--- src/rtl/ctrl_pkg.sv ---
// Micro-state and instruction codes shared by the sequencer and the control decoder.
// An instruction code is the code of its first micro-step, so dispatch is a direct cast.
package ctrl_pkg;

    typedef enum logic [7:0] {
        FETCH   = 8'h00, FETCH_2 = 8'h01, FETCH_3 = 8'h02,
        LODK    = 8'h10, LODK_2  = 8'h11,
        LADD    = 8'h20, LADD_2  = 8'h21, LADD_3  = 8'h22, LADD_4 = 8'h23,
        LADD_5  = 8'h24, LADD_6  = 8'h25, LADD_7  = 8'h26,
        LOAD    = 8'h30, LOAD_2  = 8'h31, LOAD_3  = 8'h32,
        STAC    = 8'h40,
        COPY    = 8'h50, COPY_2  = 8'h51,
        RSET    = 8'h60, RSET_2  = 8'h61,
        JUMP    = 8'h70, JUMP_2  = 8'h71,
        INCR    = 8'h80, INCR_2  = 8'h81,
        DECR    = 8'h90, DECR_2  = 8'h91,
        ADD     = 8'hA0, SUBT    = 8'hA8,
        DIV     = 8'hB0, DIV_2   = 8'hB1,
        MUL     = 8'hC0, MUL_2   = 8'hC1,
        TOGL    = 8'hD0, NOOP    = 8'hE0,
        END     = 8'hF0
    } ustate_t;

    typedef struct packed {
        ustate_t    nxt;
        logic       ir_load;
        logic [7:0] ir_val;
        logic       illegal;
        logic       retire;
    } step_res_t;

    function automatic logic is_legal_instr(input logic [7:0] c);
        case (c)
            LODK, LADD, LOAD, STAC, COPY, RSET, JUMP, INCR,
            DECR, ADD, SUBT, DIV, MUL, TOGL, NOOP, END: return 1'b1;
            default:                                    return 1'b0;
        endcase
    endfunction

    function automatic logic is_mem_step(input ustate_t s);
        case (s)
            FETCH_2, LODK, LADD, LADD_3, LADD_5, LOAD_3, STAC,
            COPY, RSET, JUMP, INCR, DECR, DIV, MUL: return 1'b1;
            default:                                return 1'b0;
        endcase
    endfunction

    function automatic logic is_alu_step(input ustate_t s);
        return (s == DIV_2) || (s == MUL_2);
    endfunction

    function automatic logic is_final_step(input ustate_t s);
        case (s)
            LODK_2, LADD_7, LOAD_3, STAC, COPY_2, RSET_2, JUMP_2, INCR_2,
            DECR_2, ADD, SUBT, DIV_2, MUL_2, TOGL, NOOP: return 1'b1;
            default:                                     return 1'b0;
        endcase
    endfunction

    // Successor inside a step chain; final steps and unknown codes fall back to FETCH.
    function automatic ustate_t chain_next(input ustate_t s);
        case (s)
            FETCH:   return FETCH_2;
            FETCH_2: return FETCH_3;
            LODK:    return LODK_2;
            LADD:    return LADD_2;
            LADD_2:  return LADD_3;
            LADD_3:  return LADD_4;
            LADD_4:  return LADD_5;
            LADD_5:  return LADD_6;
            LADD_6:  return LADD_7;
            LOAD:    return LOAD_2;
            LOAD_2:  return LOAD_3;
            COPY:    return COPY_2;
            RSET:    return RSET_2;
            JUMP:    return JUMP_2;
            INCR:    return INCR_2;
            DECR:    return DECR_2;
            DIV:     return DIV_2;
            MUL:     return MUL_2;
            END:     return END;
            default: return FETCH;
        endcase
    endfunction

endpackage

--- src/rtl/seq_next_state.sv ---
// Combinational next-step and dispatch logic for the control sequencer.
module seq_next_state
    import ctrl_pkg::*;
(
    input  ustate_t    cur,
    input  logic [7:0] instr,
    input  logic       mem_ready,
    input  logic       alu_done,
    output step_res_t  res
);

    logic legal;
    logic stall;

    always_comb begin
        legal = is_legal_instr(instr);
        stall = (is_mem_step(cur) && !mem_ready) || (is_alu_step(cur) && !alu_done);

        res.nxt     = cur;
        res.ir_load = 1'b0;
        res.ir_val  = NOOP;
        res.illegal = 1'b0;
        res.retire  = 1'b0;

        if (cur == FETCH_3) begin
            res.ir_load = 1'b1;
            if (legal) begin
                res.nxt    = ustate_t'(instr);
                res.ir_val = instr;
                res.retire = (instr == END);
            end else begin
                // undefined codes run as a NOOP
                res.nxt     = NOOP;
                res.illegal = 1'b1;
            end
        end else if (!stall) begin
            res.nxt    = chain_next(cur);
            res.retire = is_final_step(cur);
        end
    end

endmodule

--- src/rtl/control_sequencer.sv ---
// Micro-step sequencer: fetch, dispatch and step chains with memory/ALU waits.
module control_sequencer
    import ctrl_pkg::*;
#(
    parameter int CNT_W = 16
) (
    input  logic             clk,
    input  logic             rst,
    input  logic             en,
    input  logic [7:0]       instr,
    input  logic             mem_ready,
    input  logic             alu_done,
    output logic [7:0]       operand,
    output logic [7:0]       ir,
    output logic             halted,
    output logic             illegal,
    output logic             retired,
    output logic [CNT_W-1:0] retired_cnt
);

    localparam logic [CNT_W-1:0] CNT_ONE = {{(CNT_W-1){1'b0}}, 1'b1};

    ustate_t   state;
    step_res_t step;

    seq_next_state u_next (
        .cur       (state),
        .instr     (instr),
        .mem_ready (mem_ready),
        .alu_done  (alu_done),
        .res       (step)
    );

    always_ff @(posedge clk) begin
        if (rst) begin
            state       <= FETCH;
            ir          <= NOOP;
            halted      <= 1'b0;
            illegal     <= 1'b0;
            retired     <= 1'b0;
            retired_cnt <= '0;
        end else if (!en) begin
            illegal <= 1'b0;
            retired <= 1'b0;
        end else begin
            state   <= step.nxt;
            halted  <= (step.nxt == END);
            illegal <= step.illegal;
            retired <= step.retire;
            if (step.ir_load)
                ir <= step.ir_val;
            if (step.retire)
                retired_cnt <= retired_cnt + CNT_ONE;
        end
    end

    assign operand = state;

endmodule

--- config.mk ---
export PLATFORM = sky130hd
export DESIGN_NAME = control_sequencer
export DESIGN_NICKNAME = d
export VERILOG_FILES = /design/src/rtl/ctrl_pkg.sv /design/src/rtl/seq_next_state.sv /design/src/rtl/control_sequencer.sv
export SDC_FILE = /design/constraint.sdc
export NUM_CORES = 1
export LEC_CHECK = 0
export ABC_AREA = 0
export BUFFER_PORTS_ARGS = -buffer_cell sky130_fd_sc_hd__buf_2
export CAP_MARGIN = 40
export CORE_MARGIN = 2
export CORE_UTILIZATION = 40
export CTS_CLUSTER_SIZE = 25
export DETAILED_ROUTE_END_ITERATION = 12
export PLACE_DENSITY = 0.63
export SYNTH_ARGS = -nofsm -noshare
export SYNTH_HDL_FRONTEND = slang
export SYNTH_SLANG_ARGS = --single-unit
--- constraint.sdc ---
create_clock -name clk -period 5.37 [get_ports clk]
set_input_delay 0.2685 -clock clk [delete_from_list [all_inputs] [get_ports clk]]
set_output_delay 0.2685 -clock clk [all_outputs]
set_load 0.1 [all_outputs]
### Word-level counts from Yosys, hierarchy flattened

Index checks and enable logic that the tools add are counted.
W data, S select, Z words.

* $add $sub $neg: 1
* equal/unequal tests: 51
* mux-type cells: 12
* bitwise gates (word level): 2
* reductions and logical operators: 14

Operators with widths (number)
* $eq A8 B8 Y1 const B: 23
* $pmux W8 S19: 1
* $eq A8 B6 Y1 const B: 12
* $eq A8 B7 Y1 const B: 11
* $eq A8 B5 Y1 const B: 3
* $mux W8: 3
* $add A16 B1 Y16 const B: 1
* $reduce_or A16 Y1: 1
* $reduce_or A15 Y1: 1
* $reduce_or A14 Y1: 1
* $mux W10: 1
* $eq A8 B1 Y1 const B: 1
* $eq A8 B2 Y1 const B: 1
* $logic_not A8 Y1: 1
* $mux W1: 7
* $reduce_and A2 Y1: 2
* $reduce_or A3 Y1: 1
* $logic_and A1 B1 Y1: 2
* $logic_not A1 Y1: 2
* $logic_or A1 B1 Y1: 2
* $not A1 Y1: 2
* $reduce_or A2 Y1: 1

* register bits after elaboration: 35
* input bits: 13
* output and inout port bits: 35

### Longest topological paths before layout

Gate-level depths: netlist of run 1.

* depth after elaboration: 8
* gate-level depth with buffers: 11
* mapped depth without buffers: 7

### Hierarchy

Synthesis of run 1 repeated with hierarchy kept, for this count alone.

* cells, all modules: 269
* area total of the unflattened synthesis: 2124.5 sq um

Modules (own cells, without submodules)
* control_sequencer: times used 1, cells each 159, area an instance 1407.6 sq um, sequential area each 700.7 sq um
* seq_next_state: times used 1, cells each 110, area an instance 716.9 sq um, sequential area each 0.0 sq um

### Worst setup path after synthesis of run 1

No wires, ideal clock.

* path kind: register -> register
* from: register state[4], in the netlist operand[4]
* to: register retired_cnt[12]
* setup time: 0.070 ns
* data arrival time: 3.095 ns
* required time: 5.300 ns
* slack: 2.204 ns
* stages on the path, launching flop included: 10
* clock period less this slack: 3.166 ns
* path through: dfxtp_1 buf_2 nor2_1 and4_1 a211o_4 o31ai_4 a31oi_2 buf_6 or4_1 a21oi_1

* word-level cells in the longest chain between the ends: 8
* elaborated cells between the ends (all ways): 39
* classes of those cells: eq/ne: 28; mux: 4; reduce/logical: 7

Ends and longest elaborated chain
* start: declaration: line control_sequencer.sv:23 `ustate_t state;`
* start signal: assignment: line control_sequencer.sv:46 `state <= step.nxt;`
* $eq A8 B1 Y1, or another cell as far along: line ctrl_pkg.sv:41 `case (s)`
* $reduce_or A14 Y1: line ctrl_pkg.sv:41
* $mux W1: line ctrl_pkg.sv:41
* $logic_and A1 B1 Y1: line seq_next_state.sv:17 `stall = (is_mem_step(cur) && !mem_ready) || (is_alu_step(cur) && !alu_done);`
* $logic_or A1 B1 Y1: line seq_next_state.sv:17
* $mux W1: line seq_next_state.sv:36 `end else if (!stall) begin`
* $mux W1 *: line seq_next_state.sv:25 `if (cur == FETCH_3) begin`
* $reduce_and A2 Y1 (no line) *
* end signal: assignment: line control_sequencer.sv:53 `retired_cnt <= retired_cnt + CNT_ONE;`
* end: declaration: line control_sequencer.sv:18 `output logic [CNT_W-1:0] retired_cnt`

Mark *: on every way between the ends. The rest lies on a longest branch, timed or not.
A chain may end at the register's enable or synchronous reset.

### Final worst setup path of run 1

* from: register state[4], in the netlist operand[4]
* to: register retired_cnt[10]

The elaborated chain is that of the path after synthesis.

==> results.py, run 1 <==
metrics = {
    "cts": {
        "cts_made_buffers": 5,
        "holdBufCountCts": 0,
        "cts_buffer_depth": 2,
        "cts_setup_buffers": 0,
        "root_buffer": "clkbuf_8",
        "clock-sinks": 35,
        "htreeDepth": 2,
        "clkLatencyLatePin_ps": 290,
        "clk_pin_slew_ps": 70,
        "cts_tree": "done",
        "cts.repair.resized": 0,
    },
    "worst_setup_path": {
        "worstSetupStartpointType": "flop",
        "ff2ff_setup_slack_ps": 2190,
        "path_cells": "nor2_1 > and4_1 > a211o_4 > o31ai_4 > a31oi_2 > buf_6 > or4_1 > a21oi_1",
        "max_stage_delay_ps": 710,
        "slowest_stage": "dfxtp_1",
        "critPathRequiredTime_ps": 5580,
        "reg2reg_depth": 8,
        "r2r_start": "operand[4]$_SDFFE_PP0P_",
        "crit_arrival_ps": 3390,
        "cp-end-kind": "flop",
        "critPathKind": "flop to flop",
        "r2r_end": "retired_cnt[10]$_SDFFE_PP0P_",
        "critPathMaxFanout": 18,
    },
    "drt": {
        "firstDrtPassIters": 4,
        "drtIter0Drc": 143,
        "vias_per_cell": 5.568,
        "vias": 2088,
        "drtAntennaViolNets": 0,
        "routedWlPerCell_um": 13.52,
        "routed_wirelength_um": 5070,
        "drc": 0,
    },
    "timing": {
        "finalSetupTns_ps": 0,
        "slew_viol_final": 0,
        "rsz0062_at_grt": "no",
        "clock.fmax_mhz": 314.7,
        "min_period_ps": 3178,
        "fin_crit_sh_pct": 59.18,
        "skew_ps": 7.661,
        "setup_violations": 0,
        "max_slew.worst_pin.slew_ps": 700.9,
        "finalHoldViolations": 0,
        "relSlewSlack_pct": 53.13,
    },
    "worst_hold_path": {
        "min_to": "ir[3]$_SDFFE_PP0P_",
        "hold_depth": 3,
        "worstHoldStart": "instr[3]",
        "min-delay-path-class": "primary input to flop",
    },
    "synthesis": {
        "async_flop_share_pct": 0,
        "synth-seq-area-share_pct": 33.49,
        "ys_top_cells_by_area": "dfxtp_1 33%, a21oi_1 5.0%, o21ai_0 4.5%",
        "synthMuxAreaShare_pct": 0.4785,
        "synthXorXnorAreaFrac_pct": 0.8373,
        "synthFlopType": "dfxtp_1",
        "synth.distinct_cells": 56,
        "synth_edf_count": 0,
        "syn-mean-instance-area_um2": 7.865,
        "synth_fa_ha_area_share_pct": 1.077,
        "syn-num-nets": 280,
        "synth_compound_area_share_pct": 23.56,
        "synth_top_family_by_area": "simple AND/OR/NAND/NOR gates",
        "synth_top_area_share_pct": 33.49,
        "syn_area_mm2": 0.002092,
        "yosys_warnings": 0,
        "netlist_instances": 266,
        "yosys.area_share.simple_pct": 34.33,
        "synth_seq_cells": 35,
        "yosys.area.top_type": "dfxtp_1",
    },
    "final_layout": {
        "final_cell_mix": "47 x buf_2, 35 x dfxtp_1, 25 x nand2_1",
        "fin_nets": 318,
        "area_growth_pct": 15.55,
        "design_area_mm2": 0.002417,
        "layout.cells.most_common": "buf_2",
        "drive_above_1_share_pct": 22.30,
        "multi_input_area_mm2": 0.001261,
        "stdcell_count": 375,
        "nFillCells": 529,
        "antenna_cells": 0,
        "register_area_um2": 700.7,
    },
    "floorplan": {
        "pin_count": 48,
        "start_util_pct": 41.22,
        "dieArea_mm2": 0.005825,
        "core_mm2": 0.005075,
        "die_x_um": 76.32,
        "rows": 26,
        "die_h_um": 76.32,
    },
    "pwr": {
        "irDropWorstVdd_mv": 0.1030,
        "p_per_area_mw_per_mm2": 256.6,
        "leakagePower_uw": 0.0009570,
    },
    "grt": {
        "grt_overflow_total": 0,
        "track_usage_pct": 17.33,
        "grt_max_degree": 29,
        "grt_first_pass_wirelength_um": 8376,
        "grt_antenna_before_repair": 0,
        "grt_pass1_vias": 1765,
    },
    "run": {
        "drv_cap": 0,
    },
    "placement": {
        "hpwlAfterDp_um": 3643,
        "dp_cells": 367,
        "place_congestion": 0.8758,
        "placed_cell_area_mm2": 0.002333,
        "io_buffers": 47,
    },
    "outcome": {
        "status": "finished clean",
    },
}
==> sequential cells by signal, indices dropped and copies added, names as in the netlist <==
name	cells
halted	1
illegal	1
ir	8
operand	8
retired	1
retired_cnt	16
==> synth_stat cells, types with 2 or more instances <==
master,count
a211o_1,2
a211oi_1,5
a21oi_1,21
a31oi_1,3
and2_1,2
and3_1,5
buf_2,5
buf_4,2
buf_6,2
clkbuf_1,7
dfxtp_1,35
inv_1,10
nand2_1,25
nand2b_1,5
nand3_1,13
nand4_1,4
nand4b_1,2
nor2_1,20
nor2b_1,3
nor3_1,12
nor3b_1,3
o2111ai_1,2
o211ai_1,3
o21ai_0,19
o311ai_0,2
o31ai_1,5
or2_2,3
or3_1,11
or4_1,8
==> cells by family (layout without fill, tap and decap cells) <==
family / Yosys count / after routing
adders and majority gates: 2 / 2
and+or+nand+nor: 126 / 126
muxes: 1 / 1
buffers and inverters: 27 / 66
xor gates and xnor gates: 2 / 2
AOI/OAI and AO/OA: 73 / 73
DFF: 35 / 35
==> worst max-delay path: cells and delay by family, from the launching register on <==
family	cells	cell delay (ps)
buf+inv	1	260
compound gates	4	1110
simple gates	3	1040
flops	1	710
==> stage by stage <==
| step | hold WS [ps] | setup slack (ps) | utilization [%] | total power (uW) |
|---|---|---|---|---|
| finish | 297.1 | 2192 | 47.63 | 620.2 |
| global route | 295.9 | 1969 | 47.63 | 653.3 |
| CTS | 281.1 | 2183 | 47.63 | 627.5 |
| detailed placement | 458.4 | 2194 | 45.98 | 441.4 |
| global placement | 440.3 | 2188 | 45.76 | 440.4 |
| floorplan | 422.8 | 2204 | - | 412.4 |
==> report_power, final <==
group          switching (uW)  total, uW  internal (uW)
logic                     105        152           47.3
clock network            95.5        184           88.7
registers                18.5        284            266
total                     219        620            402
==> routing by layer <==
layer	share of wire, %	vias up	wire length [um]	GRT usage (%)
met3	4.0	4	205	3.081
li1	-	1064	-	-
met4	1.1	0	55	6.545
met5	0	-	0	0
met2	47	51	2405	28.50
met1	47	969	2405	22.66
==> final cells by class <==
cell class | instances | share of cell area [%]
Clock inverter | 3 | 0.6211
Multi-Input combinational cell | 204 | 52.17
Timing Repair Buffer | 48 | 10.20
Sequential cell | 35 | 28.99
Inverter | 10 | 1.553
Tap cell | 70 | 3.623
Clock buffer | 5 | 2.847
==> worst max-delay path by stage <==
stage / cells past startpoint / slack (ps) / to / from
2_1_floorplan: 9 / 2200 / retired_cnt[12]$_SDFFE_PP0P_ / operand[4]$_SDFFE_PP0P_
3_3_place_gp: 7 / 2190 / retired_cnt[10]$_SDFFE_PP0P_ / operand[4]$_SDFFE_PP0P_
3_5_place_dp: 8 / 2190 / retired_cnt[11]$_SDFFE_PP0P_ / operand[4]$_SDFFE_PP0P_
4_1_cts: 8 / 2180 / retired_cnt[10]$_SDFFE_PP0P_ / operand[4]$_SDFFE_PP0P_
5_1_grt: 8 / 1970 / retired_cnt[10]$_SDFFE_PP0P_ / operand[4]$_SDFFE_PP0P_
6_report: 8 / 2190 / retired_cnt[10]$_SDFFE_PP0P_ / operand[4]$_SDFFE_PP0P_
No activity file was read; power rests on OpenSTA's default activity.
==> run 2, diff against run 1 <==
clock period = 3 ns   (was 5.37 ns; I/O delays follow)
==> run 2 against run 1 <==
Compared with the run above: utilization increased by 0.37 points; largest cell class unchanged; clock-buffer cell count increased by 2; critical path depth unchanged; critical endpoint is now retired_cnt[11]$_SDFFE_PP0P_; largest power group unchanged; via count increased by 0.24%; final cell count increased by 0.53%; sequential share of layout area increased by 0.19 points; combinational power increased by 80%; critical path type unchanged.
==> results.py, run 2 (synthesis results as in run 1) <==
metrics = {
    "run": {
        "drv_cap": 0,
    },
    "drt": {
        "routedWlPerCell_um": 13.55,
        "vias": 2093,
        "routed_wirelength_um": 5109,
        "vias_per_cell": 5.552,
        "drc": 0,
        "firstDrtPassIters": 4,
        "drtIter0Drc": 125,
        "drtAntennaViolNets": 0,
    },
    "floorplan": {
        "rows": 26,
        "dieArea_mm2": 0.005825,
        "die_h_um": 76.32,
        "core_mm2": 0.005075,
        "die_x_um": 76.32,
        "pin_count": 48,
        "start_util_pct": 41.22,
    },
    "timing": {
        "setup_violations": 0,
        "min_period_ps": 2640,
        "clock.fmax_mhz": 378.8,
        "fin_crit_sh_pct": 88.01,
        "slew_viol_final": 0,
        "timing.hold.ws_ps": 181.1,
        "finalHoldViolations": 0,
        "max_slew.worst_pin.slew_ps": 548.7,
        "skew_ps": 5.896,
        "finalSetupTns_ps": 0,
        "rsz0062_at_grt": "no",
        "relSlewSlack_pct": 63.03,
    },
    "worst_hold_path": {
        "min-delay-path-class": "primary input to flop",
    },
    "grt": {
        "grt_pass1_vias": 1834,
        "grt_max_degree": 32,
        "track_usage_pct": 17.85,
        "grt_overflow_total": 0,
        "grt_first_pass_wirelength_um": 8694,
        "grt_antenna_before_repair": 0,
    },
    "worst_setup_path": {
        "worstSetupStartpointType": "flop",
        "path_cells": "nor2_1 > and4_1 > a211o_4 > o31ai_4 > a31oi_2 > buf_4 > or4_1 > a21oi_1",
        "crit_arrival_ps": 2850,
        "ff2ff_setup_slack_ps": 360,
        "max_stage_delay_ps": 510,
        "critPathKind": "flop to flop",
        "cp-end-kind": "flop",
        "slowest_stage": "dfxtp_2",
        "critPathMaxFanout": 31,
        "critPathRequiredTime_ps": 3210,
    },
    "pwr": {
        "p_per_area_mw_per_mm2": 457.2,
        "leakagePower_uw": 0.0009623,
        "finalPower_uw": 1114,
        "irDropWorstVdd_mv": 0.1638,
    },
    "placement": {
        "place_congestion": 0.8839,
        "io_buffers": 47,
        "hpwlAfterDp_um": 3643,
    },
    "final_layout": {
        "top_register": "retired_cnt",
        "final_cell_mix": "47 x buf_2, 27 x dfxtp_1, 25 x nand2_1",
        "drive_above_1_share_pct": 24.76,
        "fin_nets": 320,
        "layout.cells.most_common": "buf_2",
        "largest_register_ffs": 16,
        "antenna_cells": 0,
        "area_growth_pct": 16.45,
    },
    "cts": {
        "htreeDepth": 2,
        "cts.repair.resized": 0,
        "cts_setup_buffers": 0,
        "clock-sinks": 35,
        "clkLatencyLatePin_ps": 280,
        "clk_pin_slew_ps": 70,
        "cts_tree": "done",
        "holdBufCountCts": 0,
        "cts_buffer_depth": 2,
        "cts_made_buffers": 5,
        "root_buffer": "clkbuf_8",
    },
    "outcome": {
        "status": "finished clean",
    },
}
## run 2: metal layers
| metal | wire [um] | track usage [%] | vias up |
|---|---|---|---|
| li1 | - | - | 1064 |
| met1 | 2487 | 24.32 | 962 |
| met2 | 2337 | 28.50 | 60 |
| met3 | 202 | 2.607 | 7 |
| met4 | 82 | 6.909 | 0 |
| met5 | 0 | 0 | - |
## run 2: stage by stage
stage / std cells / cell area [um^2] / setup WS (ps) / utilization [%]
6_report: 377 / 2436 / 359.8 / 48.00
5_1_grt: 377 / 2436 / 190.5 / 48.00
4_1_cts: 377 / 2436 / 364.7 / 48.00
3_5_place_dp: 369 / 2355 / 379.6 / 46.40
3_3_place_gp: 369 / 2355 / 436.3 / 46.40
2_1_floorplan: 266 / 2102 / 204.5 / -
## run 2: final cells by class
type	count	area, um^2
inverters	10	37.54
clock inverters	1	5.005
fillers	513	2639
flip-flops and latches	35	710.7
well taps	70	87.58
repair buffers	50	257.7
clock buffers	7	76.32
multi-input cells	204	1261
## run 2: critical path, delay by kind of cell, from the launching register on
family | cells | cell delay (ps)
buffers and inverters | 1 | 240
AOI/OAI and AO/OA | 4 | 890
DFF | 1 | 510
and+or+nand+nor | 3 | 930
## run 2: worst paths after layout
| kind | start | cells after the start | endpoint |
|---|---|---|---|
| hold / removal | instr[3] | 3 | ir[3]$_SDFFE_PP0P_ |
| setup reg to reg | operand[4]$_SDFFE_PP0P_ | 8 | retired_cnt[11]$_SDFFE_PP0P_ |
| hold reg to reg | ir[4]$_SDFFE_PP0P_ | 2 | ir[4]$_SDFFE_PP0P_ |
| setup / recovery | operand[4]$_SDFFE_PP0P_ | 8 | retired_cnt[11]$_SDFFE_PP0P_ |
## run 2: power by group
| group | switching, uW | internal, uW |
|---|---|---|
| Clock | 167 | 163 |
| Combinational | 187 | 86.7 |
| Sequential | 32.9 | 477 |
| Total | 387 | 727 |
==> run 3, diff against run 2 <==
CORE_UTILIZATION = 35   (was 40)
PLACE_DENSITY = 0.57   (was 0.63)
==> run 3 against run 2 <==
Compared with the run above: sequential cell count stayed put; sequential share of layout area is 0.16 points lower; combinational power hardly changed; critical endpoint unchanged; setup slack worse by 0.58 ps; register-to-register slack hardly changed; final cell count is 1.6% higher; highest routed layer unchanged; critical path type unchanged; first-iteration DRC count is 42% lower; cell area is 0.56% higher.
==> results.py, run 3 (synthesis results as in run 1) <==
metrics = {
    "worst_hold_path": {
        "min-delay-path-class": "primary input to flop",
        "hold_depth": 3,
    },
    "timing": {
        "min_period_ps": 2641,
        "slew_viol_final": 0,
        "clock.fmax_mhz": 378.7,
        "relSlewSlack_pct": 65.83,
        "fin_crit_sh_pct": 88.03,
        "max_slew.worst_pin.slew_ps": 512.6,
        "finalSetupTns_ps": 0,
        "finalHoldViolations": 0,
        "rsz0062_at_grt": "no",
        "skew_ps": 3.992,
        "setup_violations": 0,
    },
    "worst_setup_path": {
        "critPathRequiredTime_ps": 3210,
        "cp-end-kind": "flop",
        "critPathKind": "flop to flop",
        "worstSetupStartpointType": "flop",
        "crit_arrival_ps": 2850,
        "reg2reg_depth": 8,
        "critPathMaxFanout": 31,
    },
    "final_layout": {
        "register_area_um2": 710.7,
        "nFillCells": 624,
        "finish.utilization_pct": 41.87,
        "final_cell_mix": "47 x buf_2, 27 x dfxtp_1, 25 x nand2_1",
        "fin_nets": 321,
        "multi_input_area_mm2": 0.001261,
        "largest_register_ffs": 16,
        "layout.cells.most_common": "buf_2",
        "area_growth_pct": 17.11,
        "top_register": "retired_cnt",
        "antenna_cells": 0,
        "drive_above_1_share_pct": 25.00,
    },
    "cts": {
        "cts_setup_buffers": 0,
        "cts_made_buffers": 5,
        "clock-sinks": 35,
        "root_buffer": "clkbuf_8",
        "cts.repair.resized": 0,
        "htreeDepth": 2,
        "cts_tree": "done",
        "clkLatencyLatePin_ps": 280,
        "holdBufCountCts": 0,
        "cts_buffer_depth": 2,
        "clk_pin_slew_ps": 70,
    },
    "pwr": {
        "p_per_area_mw_per_mm2": 452.5,
        "irDropWorstVdd_mv": 0.2038,
        "leakagePower_uw": 0.0009665,
    },
    "grt": {
        "track_usage_pct": 16.27,
        "grt_overflow_total": 0,
        "grt_pass1_vias": 1906,
        "grt_max_degree": 32,
        "grt_first_pass_wirelength_um": 8631,
        "grt_antenna_before_repair": 0,
    },
    "floorplan": {
        "rows": 28,
        "start_util_pct": 35.76,
        "die_x_um": 81.31,
        "dieArea_mm2": 0.006611,
        "core_mm2": 0.005851,
        "pin_count": 48,
        "die_h_um": 81.31,
    },
    "drt": {
        "routedWlPerCell_um": 13.55,
        "routed_wirelength_um": 5191,
        "drtIter0Drc": 73,
        "firstDrtPassIters": 4,
        "drc": 0,
        "vias_per_cell": 5.507,
        "vias": 2109,
        "drtAntennaViolNets": 0,
    },
    "run": {
        "drv_cap": 0,
    },
    "placement": {
        "hpwlAfterDp_um": 3727,
        "io_buffers": 47,
        "place_congestion": 0.8249,
    },
    "outcome": {
        "status": "finished clean",
    },
}
[run 3: cell count changes in the layout (fill, tap and decap cells not counted), sizes merged]
| cell | previous run | this run |
|---|---|---|
| buf | 50 | 51 |
[run 3: area by class of cell]
cell class / count / area share [%]
clock buffer: 7 / 3.115
sequential: 35 / 29.01
tap: 75 / 3.830
multi-input combinational: 204 / 51.48
inverter: 10 / 1.532
clock inverter: 1 / 0.2043
timing repair buffer: 51 / 10.83
[run 3: power by group]
part / switching [uW] / internal [uW]
Sequential: 33.7 / 477
Combinational: 188 / 87.3
Clock: 160 / 163
Total: 381 / 727
[run 3: stage by stage]
stage	cell area [um^2]	power, uW	hold slack [ps]	worst slack (ps)	instances
after floorplan	2102	739.9	304.3	204.5	266
after global placement	2369	796.3	439.0	414.9	375
after detailed placement	2369	795.3	446.9	387.6	375
after CTS	2450	1122	186.2	364.1	383
after global routing	2450	1168	204.9	203.8	383
final	2450	1109	188.4	359.2	383
[run 3: worst max-delay path, cell delays in order (launching register included)]
cell	delay, ps
dfxtp_2	520
nor2_1	170
and4_1	250
a211o_4	290
o31ai_4	310
a31oi_2	120
buf_4	230
or4_1	520
a21oi_1	140
[run 3: worst paths after layout]
kind	startpoint	endpoint	slack [ps]
setup / recovery	operand[4]$_SDFFE_PP0P_	retired_cnt[11]$_SDFFE_PP0P_	360
setup reg to reg	operand[4]$_SDFFE_PP0P_	retired_cnt[11]$_SDFFE_PP0P_	360
hold reg to reg	ir[4]$_SDFFE_PP0P_	ir[4]$_SDFFE_PP0P_	450
hold / removal	instr[3]	ir[3]$_SDFFE_PP0P_	190
[run 3: layer usage]
metal,vias to the layer above,wire (um),track usage (%)
met5,-,0,0
met4,0,66,5.593
met3,8,180,2.889
met2,42,2438,28.61
met1,986,2506,19.81
li1,1073,-,-
